[config.mk]
export PLATFORM = sky130hd
export DESIGN_NAME = parallel_to_serial_flat
export DESIGN_NICKNAME = d
export VERILOG_FILES = /design/src/rtl/parallel_to_serial_if.sv /design/src/rtl/parallel_to_serial.sv /design/src/flat_wrapper.sv
export SDC_FILE = /design/constraint.sdc
export NUM_CORES = 1
export LEC_CHECK = 0
export CAP_MARGIN = 40
export CORE_UTILIZATION = 55
export DETAILED_ROUTE_END_ITERATION = 8
export MAX_ROUTING_LAYER = met4
export PLACE_DENSITY_LB_ADDON = 0.15
export SLEW_MARGIN = 25
export SYNTH_ARGS = -nofsm -noshare
export SYNTH_HDL_FRONTEND = slang
export SYNTH_SLANG_ARGS = --single-unit
[constraint.sdc]
create_clock -name clk -period 1.93 [get_ports clk]
set_input_delay 0.2895 -clock clk [delete_from_list [all_inputs] [get_ports clk]]
set_output_delay 0.2895 -clock clk [all_outputs]
set_load 0.02 [all_outputs]
[src/rtl/parallel_to_serial_if.sv]
// Link-side byte handshake, bit-rate strobe and serial outputs of the USB TX serializer.
// master = link layer / bit-strobe source, slave = parallel_to_serial.
interface parallel_to_serial_if #(
   parameter int PARALLEL_WIDTH = 8
);
   logic [PARALLEL_WIDTH-1:0] data;
   logic                      valid;
   logic                      last;
   logic                      ready;
   logic                      bit_en;
   logic                      ser_data;
   logic                      ser_valid;
   logic                      sync_pattern;
   logic                      busy;
   logic                      error;

   modport master (
      output data, valid, last, bit_en,
      input  ready, ser_data, ser_valid, sync_pattern, busy, error
   );

   modport slave (
      input  data, valid, last, bit_en,
      output ready, ser_data, ser_valid, sync_pattern, busy, error
   );
endinterface

[src/rtl/parallel_to_serial.sv]
// USB TX serializer: holding register + MSB-first shifter, one bit per bit_en strobe.
// Optional SYNC prefix per packet is compiled in with `define P2S_SYNC_GEN_EN.
module parallel_to_serial #(
   parameter int                    PARALLEL_WIDTH = 8,
   parameter int                    SYNC_WIDTH     = 8,
   parameter logic [SYNC_WIDTH-1:0] SYNC_PATTERN   = 8'b0000_0001
) (
   input logic                  clk,
   input logic                  rst_n,
   parallel_to_serial_if.slave  bus
);

   localparam int MAX_W = (PARALLEL_WIDTH > SYNC_WIDTH) ? PARALLEL_WIDTH : SYNC_WIDTH;
   localparam int CNT_W = (MAX_W > 1) ? $clog2(MAX_W) : 1;

   localparam logic [1:0] IDLE = 2'd0;
   localparam logic [1:0] DATA = 2'd2;
`ifdef P2S_SYNC_GEN_EN
   localparam logic [1:0] SYNC = 2'd1;
   localparam logic [CNT_W-1:0] LAST_SYNC = CNT_W'(SYNC_WIDTH - 1);
`endif
   localparam logic [CNT_W-1:0] LAST_DATA = CNT_W'(PARALLEL_WIDTH - 1);

   logic [1:0]                state_reg, state_next;
   logic [PARALLEL_WIDTH-1:0] hold_data_reg, hold_data_next;
   logic                      hold_last_reg, hold_last_next;
   logic                      hold_full_reg, hold_full_next;
   logic [PARALLEL_WIDTH-1:0] shift_reg, shift_next;
   logic                      cur_last_reg, cur_last_next;
   logic [CNT_W-1:0]          cnt_reg, cnt_next;
   logic                      ser_data_reg, ser_data_next;
   logic                      ser_valid_reg, ser_valid_next;
   logic                      sync_flag_reg, sync_flag_next;
   logic                      busy_reg, busy_next;
   logic                      error_reg, error_next;
   logic                      accept;

   assign accept = bus.valid && !hold_full_reg;

   always_comb begin
      state_next     = state_reg;
      hold_data_next = hold_data_reg;
      hold_last_next = hold_last_reg;
      hold_full_next = hold_full_reg;
      shift_next     = shift_reg;
      cur_last_next  = cur_last_reg;
      cnt_next       = cnt_reg;
      ser_data_next  = ser_data_reg;
      ser_valid_next = 1'b0;
      sync_flag_next = 1'b0;
      error_next     = error_reg;

      if (accept) begin
         hold_data_next = bus.data;
         hold_last_next = bus.last;
         hold_full_next = 1'b1;
      end

      case (state_reg)
         IDLE: begin
            // A byte kept in hold from the previous packet starts the next one too.
            if (accept || hold_full_reg) begin
               if (accept) begin
                  error_next = 1'b0;
               end
               cnt_next = '0;
`ifdef P2S_SYNC_GEN_EN
               state_next = SYNC;
`else
               state_next     = DATA;
               hold_full_next = 1'b0;
               if (hold_full_reg) begin
                  shift_next    = hold_data_reg;
                  cur_last_next = hold_last_reg;
               end else begin
                  shift_next    = bus.data;
                  cur_last_next = bus.last;
               end
`endif
            end
         end
`ifdef P2S_SYNC_GEN_EN
         SYNC: begin
            if (bus.bit_en) begin
               ser_valid_next = 1'b1;
               ser_data_next  = SYNC_PATTERN[LAST_SYNC - cnt_reg];
               sync_flag_next = 1'b1;
               if (cnt_reg == LAST_SYNC) begin
                  shift_next     = hold_data_reg;
                  cur_last_next  = hold_last_reg;
                  hold_full_next = accept;
                  cnt_next       = '0;
                  state_next     = DATA;
               end else begin
                  cnt_next = cnt_reg + 1'b1;
               end
            end
         end
`endif
         DATA: begin
            if (bus.bit_en) begin
               ser_valid_next = 1'b1;
               ser_data_next  = shift_reg[PARALLEL_WIDTH-1];
               shift_next     = {shift_reg[PARALLEL_WIDTH-2:0], 1'b0};
               cnt_next       = cnt_reg + 1'b1;
               if (cnt_reg == LAST_DATA) begin
                  cnt_next = '0;
                  if (cur_last_reg) begin
                     state_next = IDLE;
                  end else if (hold_full_reg) begin
                     // Back-to-back reload: the next byte's MSB goes out on the very next strobe.
                     shift_next     = hold_data_reg;
                     cur_last_next  = hold_last_reg;
                     hold_full_next = accept;
                  end else begin
                     error_next = 1'b1;
                     state_next = IDLE;
                  end
               end
            end
         end
         default: begin
            state_next = IDLE;
         end
      endcase
   end

   assign busy_next = (state_next != IDLE);

   always_ff @(posedge clk or negedge rst_n) begin
      if (!rst_n) begin
         state_reg     <= IDLE;
         hold_data_reg <= '0;
         hold_last_reg <= 1'b0;
         hold_full_reg <= 1'b0;
         shift_reg     <= '0;
         cur_last_reg  <= 1'b0;
         cnt_reg       <= '0;
         ser_data_reg  <= 1'b0;
         ser_valid_reg <= 1'b0;
         sync_flag_reg <= 1'b0;
         busy_reg      <= 1'b0;
         error_reg     <= 1'b0;
      end else begin
         state_reg     <= state_next;
         hold_data_reg <= hold_data_next;
         hold_last_reg <= hold_last_next;
         hold_full_reg <= hold_full_next;
         shift_reg     <= shift_next;
         cur_last_reg  <= cur_last_next;
         cnt_reg       <= cnt_next;
         ser_data_reg  <= ser_data_next;
         ser_valid_reg <= ser_valid_next;
         sync_flag_reg <= sync_flag_next;
         busy_reg      <= busy_next;
         error_reg     <= error_next;
      end
   end

`ifndef P2S_SYNC_GEN_EN
   logic unused_sync_cfg;
   assign unused_sync_cfg = ^SYNC_PATTERN;
`endif

   assign bus.ready        = !hold_full_reg;
   assign bus.ser_data     = ser_data_reg;
   assign bus.ser_valid    = ser_valid_reg;
   assign bus.sync_pattern = sync_flag_reg;
   assign bus.busy         = busy_reg;
   assign bus.error        = error_reg;

endmodule

[src/flat_wrapper.sv]
// flat-port wrapper written by rule: the top's interface ports become plain ports
module parallel_to_serial_flat 
#(
   parameter int                    PARALLEL_WIDTH = 8,
   parameter int                    SYNC_WIDTH     = 8,
   parameter logic [SYNC_WIDTH-1:0] SYNC_PATTERN   = 8'b0000_0001
)
  (clk, rst_n, bus_data, bus_valid, bus_last, bus_bit_en, bus_ready, bus_ser_data, bus_ser_valid, bus_sync_pattern, bus_busy, bus_error);
  parallel_to_serial_if #(.PARALLEL_WIDTH(PARALLEL_WIDTH)) bus_i ();
  input logic clk;
  input logic rst_n;
  input wire logic [$bits(bus_i.data)-1:0] bus_data;
  input wire logic [$bits(bus_i.valid)-1:0] bus_valid;
  input wire logic [$bits(bus_i.last)-1:0] bus_last;
  input wire logic [$bits(bus_i.bit_en)-1:0] bus_bit_en;
  output wire logic [$bits(bus_i.ready)-1:0] bus_ready;
  output wire logic [$bits(bus_i.ser_data)-1:0] bus_ser_data;
  output wire logic [$bits(bus_i.ser_valid)-1:0] bus_ser_valid;
  output wire logic [$bits(bus_i.sync_pattern)-1:0] bus_sync_pattern;
  output wire logic [$bits(bus_i.busy)-1:0] bus_busy;
  output wire logic [$bits(bus_i.error)-1:0] bus_error;
  assign bus_i.data = bus_data;
  assign bus_i.valid = bus_valid;
  assign bus_i.last = bus_last;
  assign bus_i.bit_en = bus_bit_en;
  assign bus_ready = bus_i.ready;
  assign bus_ser_data = bus_i.ser_data;
  assign bus_ser_valid = bus_i.ser_valid;
  assign bus_sync_pattern = bus_i.sync_pattern;
  assign bus_busy = bus_i.busy;
  assign bus_error = bus_i.error;
  parallel_to_serial #(.PARALLEL_WIDTH(PARALLEL_WIDTH), .SYNC_WIDTH(SYNC_WIDTH), .SYNC_PATTERN(SYNC_PATTERN)) u_core (.clk(clk), .rst_n(rst_n), .bus(bus_i));
endmodule
* After elaboration in Yosys (flattened, before gate mapping) *
Cells that the tools add are included.

storage, ports and cells
  logic and storage cells = 70
  input bits = 13
  output and inout bits = 6
  register bits = 28

operators by class
  add/sub/neg operators = 1
  reduce and logical (&&, ||, !) cells = 10
  eq/ne operators = 8
  mux-type cells = 40

operators by type and width
  operator             count
  $mux 8               6
  $mux 1               20
  $pmux 8 s2           1
  $mux 2               5
  $mux 3               3
  $reduce_and 7->1     1
  $ne 2x1->1 const B   3
  $ne 2x2->1 const B   3
  $pmux 1 s2           3
  $pmux 3 s2           1
  $pmux 2 s2           1
  $reduce_and 4->1     1
  $reduce_bool 2->1    2
  $add 3x1->3 const B  1
  $eq 3x3->1 const B   1
  $reduce_and 3->1     1
  $eq 2x2->1 const B   1
  $logic_not 2->1      1
  $reduce_and 2->1     1
  $logic_and 1x1->1    1
  $logic_not 1->1      1
  $logic_or 1x1->1     1

* Longest topological paths before layout *
Gate-level depths: netlist (run 1).

  depth after elaboration = 8
  gate-level depth with buffers = 6
  mapped depth without buffers = 5

* Worst setup path after synthesis (run 1) *
OpenSTA, ideal clock, no wires.

  path kind = register to register
  start = reg u_core.cnt_reg[0]
  end = reg u_core.shift_reg[1]
  clock period less this slack = 1.672 ns
  library setup time = 0.139 ns
  stages on the path, launching flop included = 7
  path buffers = 1
  slack = 0.258 ns
  required time = 1.791 ns
  data arrival time = 1.533 ns
  cell sequence = dfrtp_1 -> ha_1 -> ha_1 -> clkbuf_1 -> or4bb_1 -> o211ai_1 -> a2bb2oi_1

between the ends
  cells in the longest elaborated chain, start to end = 4

ends and longest elaborated chain
  element                 RTL line                   source
  start, declared         parallel_to_serial.sv:30   logic [CNT_W-1:0] cnt_reg, cnt_next;
  start signal, assigned  parallel_to_serial.sv:151  cnt_reg <= cnt_next;
  $eq 3x3->1              parallel_to_serial.sv:106  if (cnt_reg == LAST_DATA) begin
  $mux 8                  parallel_to_serial.sv:106
  $mux 8                  parallel_to_serial.sv:101  if (bus.bit_en) begin
  $pmux 8 s2              parallel_to_serial.sv:59   case (state_reg)
  end signal, assigned    parallel_to_serial.sv:149  shift_reg <= shift_next;
  end, declared           parallel_to_serial.sv:28   logic [PARALLEL_WIDTH-1:0] shift_reg, shift_next;

Every way passes these cells. The select of a mux whose other input is x is not followed.
A chain may end at the register's enable or synchronous reset.

* Final worst setup path (run 1) *
  start = reg u_core.state_reg[1]
  end = reg u_core.shift_reg[3]

between the ends
  cells in the longest elaborated chain, start to end = 3
  elaborated cells between the ends (all ways) = 7
  classes of those cells = 3 x eq/ne; 1 x mux; 3 x reduce/logical

ends and longest elaborated chain
  element                                               RTL line                   source
  start, declared                                       parallel_to_serial.sv:24   logic [1:0] state_reg, state_next;
  start signal, assigned                                parallel_to_serial.sv:145  state_reg <= state_next;
  $eq 2x2->1 / $logic_not 2->1 (equally long branches)  parallel_to_serial.sv:59
  $ne 2x2->1 (no line) (tied with other cells)          n/a
  $reduce_and 3->1 (no line)                            n/a

Several ways; a longest one is shown, not always the timed one.

==> results of run 1 <==
## synth_stat cells (all sizes together)
master,instances
o21ai,1
a22o,1
o41ai,1
and2,1
dfrtp,28
mux2i,2
o211ai,6
buf,10
o21a,2
and3,1
mux2,20
nand2b,3
inv,3
clkbuf,3
a21oi,1
and3b,2
ha,2
nor3,3
o32a,1
or4bb,1
o2bb2ai,1
nand2,3
o31a,1
nor3b,2
nand4bb,5
conb,1
a2bb2oi,6
nand4b,1
a2111o,1
a2111oi,7
or3,1
nor2b,3
nor2,3
nor4b,1
## through the flow
stage | std cells | utilization, %
2_1_floorplan | 129 | -
3_5_place_dp | 180 | 65.7
6_report | 184 | 66.8
5_1_grt | 184 | 66.8
3_3_place_gp | 180 | 65.7
4_1_cts | 183 | 66.5
## kinds of logic (layout without fill, tap and decap cells)
family                     after synthesis  in the layout  synth area share (%)
muxes                                   22             22                  17.1
buffers and inverters                   16             40                  7.64
DFF                                     28             28                  44.1
and+or+nand+nor                         30             30                  14.3
adders and majority gates                2              2                  1.57
other                                    1              2                 0.236
AOI/OAI and AO/OA                       29             29                  15.1
## power by group
| part | internal [mW] | total, mW | switching, mW |
|---|---|---|---|
| clock network | 0.0729 | 0.224 | 0.151 |
| registers | 0.696 | 0.776 | 0.0803 |
| logic | 0.254 | 0.417 | 0.163 |
## critical path: cells and delay by family, from the launching register on
family,cells,cell delay (ns)
flops,1,0.58
compound gates,2,0.57
buf+inv,1,0.21
simple gates,1,0.23
## cell type report
class                      count  area, um^2  area share, %
timing repair buffer          34         297           16.1
multi-input combinational     85         771           41.8
clock buffer                   3        22.5           1.22
inverter                       3        11.3          0.611
tap                           31        38.8           2.11
sequential                    28         702           38.1
## worst paths after layout
path | from | slack (ns) | endpoint
setup / recovery | u_core.state_reg[1] | 0.19 | u_core.shift_reg[3]
setup reg to reg | u_core.state_reg[1] | 0.19 | u_core.shift_reg[3]
max in group asynchronous | rst_n | 1.34 | u_core.hold_full_reg
min in group clk | u_core.bus.ser_data | 0.50 | u_core.bus.ser_data
hold / removal | rst_n | 0.32 | u_core.hold_full_reg
hold reg to reg | u_core.bus.ser_data | 0.50 | u_core.bus.ser_data
## layer usage
layer	vias up	track usage [%]
met3	2	2.56
met1	571	32.2
met5	-	-
met2	23	37.0
li1	540	-
met4	0	7.50
## cell usage in the layout (no fill, tap or decap), types with 3 or more instances in the layout
cell type / count
clkdlybuf4s50_1: 16
clkbuf_4: 3
a2bb2oi_1: 6
nand2b_1: 3
mux2_2: 9
mux2_4: 7
mux2_1: 4
nand2_1: 3
nand4bb_1: 5
dfrtp_1: 27
a2111oi_0: 7
o211ai_1: 6
buf_4: 17
==> results.json, run 1 <==
{
  "dieArea_mm2": 0.00311,
  "rr_worst_depth": 4,
  "max_cap_viol_count": 0,
  "fillers": 204,
  "grt_max_degree": 29,
  "routabilityCongestion": 0.821,
  "synth_warnings": 0,
  "path_cells": "nand2b_1 > buf_4 > a2111oi_0 > a2bb2oi_1",
  "cp_max_fo": 11,
  "die_h_um": 55.8,
  "design_area_mm2": 0.00184,
  "drc": 0,
  "total_power_mw": 1.42,
  "ir_worst_vdd_mv": 0.595,
  "final_net_count": 170,
  "cts_setup_buffers": 0,
  "synth-seq-cells": 28,
  "fin_ws_ns": 0.193,
  "postCtsHoldBufs": 0,
  "core.rowCount": 19,
  "timing.hold.ws_ns": 0.323,
  "crit_type": "reg -> reg",
  "tns_ns": 0,
  "drive_gt1_share_pct": 27.5,
  "max_freq_mhz": 576,
  "avgViaCountPerCell": 6.17,
  "port_buffers": 17,
  "num_io_pins": 19,
  "dpl_worst_slack_ns": -0.116,
  "final-setup-viol-count": 0,
  "wl_met2_um": 1470,
  "placed_cell_area_mm2": 0.00181,
  "vias": 1136,
  "groute.usage.overall_pct": 23.6,
  "hp-class": "in -> async",
  "antenna_cells": 0,
  "highest_layer": "met4",
  "cts_resized": 2,
  "postRouteAntennaNets": 0,
  "synth_cells": 128,
  "insertion_delay_ns": 0.31,
  "cts_tree": "built",
  "routed_wl_um": 3030,
  "slew_violations": 0,
  "hold_viol": 0,
  "status": "complete, no violations",
  "core_area_mm2": 0.00276,
  "clock_skew_ns": 0.00935,
  "wl_per_cell_um": 16.5,
  "grt-ovfl-total": 0,
  "root_buffer": "clkbuf_4",
  "synth_top_area_share_pct": 44.1,
  "grt_pass1_wl_um": 5610,
  "die_w_um": 55.8,
  "wl_met3_um": 92,
  "numCtsBuffers": 3,
  "crit_arrival_ns": 1.92,
  "required_ns": 2.11,
  "synth.largest_area_cell": "dfrtp_1",
  "syn_avg_cell_area_um2": 12.4,
  "firstDrtPassIters": 4,
  "cellLeakagePower_nw": 0.779,
  "pwr_density_cell_mw_per_mm2": 769,
  "finalCritPeriodShare_pct": 90.0,
  "area_delta_synth_final_pct": 15.9,
  "drt_iter0_markers": 20,
  "cp_slowest_cell": "dfrtp_1",
  "cts_buffer_depth": 2,
  "seq_area_frac_synth_pct": 44.1,
  "cp-start-kind": "register",
  "rsz0062_at_grt": "false",
  "finalCriticalPeriod_ns": 1.74,
  "cts.clk_slew.worst_paths_ns": 0.14,
  "syn_area_mm2": 0.00159,
  "grt_pass1_vias": 1192,
  "synth_top_cells_by_area": "dfrtp_1 44%, mux2_4 6.6%, mux2_2 6.4%, a2111oi_0 3.9%, buf_6 3.5%",
  "synth.distinct_cells": 43,
  "initial_utilization_pct": 57.6,
  "antenna_found_initial": 0,
  "hpwl_um": 2270,
  "crit_path_end_kind": "register",
  "wl_met1_um": 1450,
  "clock-sinks": 28,
  "critPathMaxStageDelay_ns": 0.58,
  "htreeDepth": 1
}
Power figures use the tool's default switching activity.
==> run 2, diff against run 1 <==
--- a/config.mk
+++ b/config.mk
@@ -5,8 +5,9 @@
 export SDC_FILE = /design/constraint.sdc
 export NUM_CORES = 1
 export LEC_CHECK = 0
+export ABC_AREA = 1
 export CAP_MARGIN = 40
-export CORE_UTILIZATION = 55
+export CORE_UTILIZATION = 25
 export DETAILED_ROUTE_END_ITERATION = 8
 export MAX_ROUTING_LAYER = met4
 export PLACE_DENSITY_LB_ADDON = 0.15
==> run 2 against run 1 <==
Net effect: critical path depth shrank 2; worst hold slack gained 0.079 ns; register-to-register slack gained 0.24 ns; die area grew 110%; clock skew shrank 0.0049 ns; via count grew 13%; fmax grew 0.94%; sequential share of layout area shrank 0.30 points; design area grew 0.61%; combinational power grew 64%; total power grew 32%; critical path type is now reg -> out; largest cell class is now flip-flops and latches.
==> results.json, run 2 <==
{
  "status": "complete, no violations",
  "design_area_mm2": 0.00185,
  "required_ns": 1.64,
  "hold_viol": 0,
  "htreeDepth": 1,
  "synthXorXnorAreaFrac_pct": 0,
  "crit_type": "reg -> out",
  "ir_worst_vdd_mv": 0.384,
  "r2r-start": "u_core.cnt_reg[0]",
  "cts.clk_slew.worst_paths_ns": 0.09,
  "wl_per_cell_um": 11.1,
  "ys_async_sr_fraction_pct": 100,
  "cp_max_fo": 5,
  "postCtsHoldBufs": 0,
  "cp-start-kind": "register",
  "vias": 1286,
  "final_common_cell": "nand2_1",
  "synth.distinct_cells": 23,
  "clock_skew_ns": 0.00446,
  "port_buffers": 17,
  "cellLeakagePower_nw": 0.979,
  "synth-edff-count": 0,
  "initial_utilization_pct": 26.0,
  "synth-seq-cells": 28,
  "max_freq_mhz": 581,
  "rsz0062_at_grt": "false",
  "fillers": 679,
  "area_delta_synth_final_pct": 19.8,
  "final_net_count": 245,
  "hpwl_um": 2550,
  "timing.rr.end": "u_core.cur_last_reg",
  "dieArea_mm2": 0.00650,
  "synthMuxAreaShare_pct": 0.728,
  "finalCritPeriodShare_pct": 89.1,
  "num_io_pins": 19,
  "synth.largest_area_cell": "dfrtp_1",
  "slew_violations": 0,
  "grt_max_degree": 29,
  "synth_top_cells_by_area": "dfrtp_1 45%, nand2_1 14%, inv_1 8.7%, nand3_1 8.4%, o21ai_0 3.9%",
  "total_power_mw": 1.87,
  "synth_compound_area_share_pct": 8.82,
  "fin_cells": 303,
  "die_w_um": 80.7,
  "cts_setup_buffers": 0,
  "root_buffer": "clkbuf_8",
  "yosysMostFrequentCell": "nand2_1",
  "cts_buffer_depth": 2,
  "core_area_mm2": 0.00596,
  "tns_ns": 0,
  "core.rowCount": 28,
  "antenna_found_initial": 0,
  "regArea_um2": 701,
  "final-setup-viol-count": 0,
  "drive_gt1_share_pct": 9.21,
  "antenna_cells": 0,
  "synthAdderAreaFrac_pct": 1.62,
  "hp-class": "in -> async",
  "dpl.cell_count": 300,
  "max_cap_viol_count": 0,
  "clock-sinks": 28,
  "grt_pass1_wl_um": 6030,
  "avgViaCountPerCell": 4.24,
  "crit_path_end_kind": "primary output",
  "cts_tree": "built",
  "die_h_um": 80.7,
  "drc": 0,
  "numCtsBuffers": 3,
  "syn_avg_cell_area_um2": 7.44,
  "synth_ff_type": "dfrtp_1",
  "postRouteAntennaNets": 0,
  "finalCriticalPeriod_ns": 1.72,
  "synth_top_area_share_pct": 45.3,
  "drt_iter0_markers": 83,
  "routabilityCongestion": 0.821,
  "syn_area_mm2": 0.00155,
  "rr_worst_depth": 7,
  "cts_resized": 0,
  "fin_ws_ns": 0.210,
  "synthTopCellsByCount": "58 x nand2_1, 36 x inv_1, 28 x dfrtp_1",
  "routed_wl_um": 3380,
  "placed_cell_area_mm2": 0.00181,
  "multi_input_comb_area_um2": 644,
  "synth_warnings": 0,
  "grt_pass1_vias": 1183,
  "seq_area_frac_synth_pct": 45.3,
  "synthSimpleGateAreaFrac_pct": 30.0,
  "r2r_setup_slack_ns": 0.43,
  "firstDrtPassIters": 4,
  "mostFrequentLayoutCells": "58 x nand2_1, 36 x inv_1, 28 x dfrtp_1, 26 x nand3_1, 17 x clkdlybuf4s50_1",
  "grt-ovfl-total": 0,
  "synth_cells": 208,
  "crit_arrival_ns": 1.43,
  "groute.usage.overall_pct": 12.5,
  "synth_top_family_by_area": "simple AND/OR/NAND/NOR gates",
  "pwr_density_cell_mw_per_mm2": 1010,
  "dpl_worst_slack_ns": 0.229,
  "insertion_delay_ns": 0.27
}
run 2: changes by cell type in the layout (fill, tap and decap cells not counted), sizes merged, moves of 7 or more:
cell	change
nand2	+57
nor2	+8
nand3	+26
nand4	+8
o21ai	+12
a2111oi	-7
mux2	-19
buf	-9
inv	+34
run 2: worst max path at each step:
stage | start | to | slack (ns) | cells after the start
5_1_grt | u_core.hold_full_reg | bus_ready | 0.15 | 2
6_report | u_core.hold_full_reg | bus_ready | 0.21 | 2
3_3_place_gp | bus_valid | u_core.cnt_reg[0] | 0.26 | 7
3_5_place_dp | bus_valid | u_core.cnt_reg[0] | 0.23 | 7
4_1_cts | u_core.hold_full_reg | bus_ready | 0.19 | 2
2_1_floorplan | u_core.cnt_reg[0] | u_core.shift_reg[1] | 0.52 | 7
run 2: metal layers:
layer	up-vias	wire length [um]	global-route usage [%]
met2	22	1370	16.8
li1	687	-	-
met4	0	32	2.14
met5	-	0	-
met1	575	1860	18.9
met3	2	112	2.73
run 2: through the flow:
stage / hold WS, ns / utilization [%]
global placement: 0.464 / 30.4
detailed placement: 0.462 / 30.4
CTS: 0.412 / 31.1
floorplan: -0.00609 / -
global route: 0.430 / 31.1
finish: 0.401 / 31.1
run 2: worst max-delay path, stage by stage (launching register included):
cell             delay [ns]
dfrtp_1                0.44
inv_2                  0.11
clkdlybuf4s50_1        0.61
run 2: cell type report:
| type | count | share of cell area, % |
|---|---|---|
| multi-input combinational | 134 | 34.8 |
| clock buffer | 3 | 2.23 |
| tap | 75 | 5.06 |
| sequential | 28 | 37.8 |
| inverter | 38 | 7.70 |
| timing repair buffer | 25 | 12.4 |
run 2: cell families (layout without fill, tap and decap cells):
| logic type | Yosys count | after routing |
|---|---|---|
| buffers and inverters | 47 | 66 |
| other | 1 | 2 |
| flip-flops | 28 | 28 |
| adder cells (fa/ha/maj) | 2 | 2 |
| AO/OA/AOI/OAI | 22 | 22 |
| multiplexers | 1 | 1 |
| AND/OR/NAND/NOR | 107 | 107 |
run 2: where the power goes:
group | leakage [nW] | internal [mW] | switching, mW
combinational | 0.618 | 0.287 | 0.395
clock | 0.0216 | 0.140 | 0.179
sequential | 0.339 | 0.763 | 0.104
==> run 3, diff against run 2 <==
--- a/config.mk
+++ b/config.mk
@@ -11,6 +11,7 @@
 export DETAILED_ROUTE_END_ITERATION = 8
 export MAX_ROUTING_LAYER = met4
 export PLACE_DENSITY_LB_ADDON = 0.15
+export SETUP_SLACK_MARGIN = 0.2
 export SLEW_MARGIN = 25
 export SYNTH_ARGS = -nofsm -noshare
 export SYNTH_HDL_FRONTEND = slang
==> run 3 against run 2 <==
Net effect: non-clock buffer count did not move; sequential share of layout area barely moved; clock skew did not move; sequential power barely moved; core utilization barely moved; die area did not move; critical endpoint is now bus_ser_data; final cell count did not move; sequential cell count did not move; wire length did not move; design area barely moved; critical path depth fell by 1.
==> results.json, run 3 (same netlist as run 2, synthesis figures left out) <==
{
  "final_net_count": 245,
  "num_io_pins": 19,
  "antenna_found_initial": 0,
  "rsz0062_at_grt": "false",
  "rr_worst_depth": 7,
  "initial_utilization_pct": 26.0,
  "pwr_density_cell_mw_per_mm2": 1010,
  "cp-start-kind": "register",
  "max_freq_mhz": 655,
  "cts_buffer_depth": 2,
  "r2r-start": "u_core.cnt_reg[0]",
  "power_frac_seq_pct": 46.5,
  "routed_wl_um": 3380,
  "drive_gt1_share_pct": 9.21,
  "critPathMaxStageDelay_ns": 0.60,
  "grt_max_degree": 29,
  "cellLeakagePower_nw": 0.980,
  "path_cells": "clkdlybuf4s50_1",
  "placed_cell_area_mm2": 0.00181,
  "cts_tree": "built",
  "tns_ns": 0,
  "timing.hold.ws_ns": 0.401,
  "ir_worst_vdd_mv": 0.384,
  "finalCritPeriodShare_pct": 79.1,
  "design_area_mm2": 0.00185,
  "cp_slowest_cell": "clkdlybuf4s50_1",
  "die_h_um": 80.7,
  "mostFrequentLayoutCells": "58 x nand2_1, 36 x inv_1, 28 x dfrtp_1, 26 x nand3_1, 16 x clkdlybuf4s50_1",
  "area_delta_synth_final_pct": 19.7,
  "antenna_cells": 0,
  "max_cap_viol_count": 0,
  "grt_pass1_vias": 1183,
  "slew_violations": 0,
  "crit_arrival_ns": 1.24,
  "switching_share_pct": 36.4,
  "vias": 1286,
  "grt_pass1_wl_um": 6030,
  "cts_setup_buffers": 0,
  "dieArea_mm2": 0.00650,
  "status": "complete, no violations",
  "avgViaCountPerCell": 4.24,
  "finalCriticalPeriod_ns": 1.53,
  "groute.usage.overall_pct": 12.5,
  "worst-path-buf-inv": 1,
  "r2r_setup_slack_ns": 0.43,
  "grt-ovfl-total": 0,
  "p_comb_share_pct": 36.4,
  "insertion_delay_ns": 0.27,
  "cts.clk_slew.worst_paths_ns": 0.09,
  "hpwl_um": 2550,
  "postRouteAntennaNets": 0,
  "final-setup-viol-count": 0,
  "required_ns": 1.64,
  "timing.rr.end": "u_core.cur_last_reg",
  "port_buffers": 17,
  "die_w_um": 80.7,
  "htreeDepth": 1,
  "routabilityCongestion": 0.821,
  "wl_per_cell_um": 11.1,
  "drc": 0,
  "root_buffer": "clkbuf_8",
  "hp-class": "in -> async",
  "numCtsBuffers": 3,
  "clock_skew_ns": 0.00446,
  "core.rowCount": 28,
  "final_common_cell": "nand2_1",
  "crit_family": "buffers and inverters",
  "drt_iter0_markers": 83,
  "internal-power_mw": 1.19,
  "firstDrtPassIters": 4,
  "crit_path_end_kind": "primary output",
  "utilization_pct": 31.1,
  "hold_viol": 0,
  "p_clk_share_pct": 17.1,
  "clock-sinks": 28,
  "power_switching_mw": 0.679,
  "core_area_mm2": 0.00596,
  "crit_type": "reg -> out",
  "total_power_mw": 1.87,
  "cp_max_fo": 2
}
-- run 3: what timing repair did --
item / CTS / global route
hold buffers: 0 / 0
gates resized for setup: 1 / 0
setup endpoints to repair: 1 / 0
-- run 3: cell type report --
cell class	instances	area (um^2)
Sequential cell	28	701
Timing Repair Buffer	25	229
Fill cell	680	4100
Inverter	38	143
Clock buffer	3	41.3
Multi-Input combinational cell	134	644
Tap cell	75	93.8
-- run 3: per-stage QoR --
stage	cells	setup slack, ns
final	303	0.404
after global routing	303	0.268
after CTS	303	0.391
after detailed placement	300	0.229
after global placement	300	0.255
after floorplan	209	0.519
-- run 3: power groups by stage --
stage | logic (mW) | registers, mW | clock network [mW]
2_1_floorplan | 0.475 | 0.882 | 0
3_3_place_gp | 0.692 | 0.882 | 0
3_5_place_dp | 0.693 | 0.880 | 0
6_report | 0.679 | 0.867 | 0.320
4_1_cts | 0.691 | 0.868 | 0.343
5_1_grt | 0.792 | 0.897 | 0.366
-- run 3: layer usage --
| layer | track usage, % | wire length, um |
|---|---|---|
| met1 | 18.9 | 1860 |
| met2 | 16.8 | 1370 |
| met3 | 2.73 | 112 |
| met4 | 2.14 | 32 |
| met5 | - | 0 |
-- run 3: how the worst max path moves through the flow --
stage | from | end | slack (ns) | cells past startpoint
after detailed placement | bus_valid | u_core.cnt_reg[0] | 0.23 | 7
after global routing | u_core.state_reg[1] | u_core.shift_reg[4] | 0.27 | 6
after floorplan | u_core.cnt_reg[0] | u_core.shift_reg[1] | 0.52 | 7
after global placement | bus_valid | u_core.cnt_reg[0] | 0.26 | 7
final | u_core.bus.ser_data | bus_ser_data | 0.40 | 1
after CTS | u_core.bus.error | bus_error | 0.39 | 1
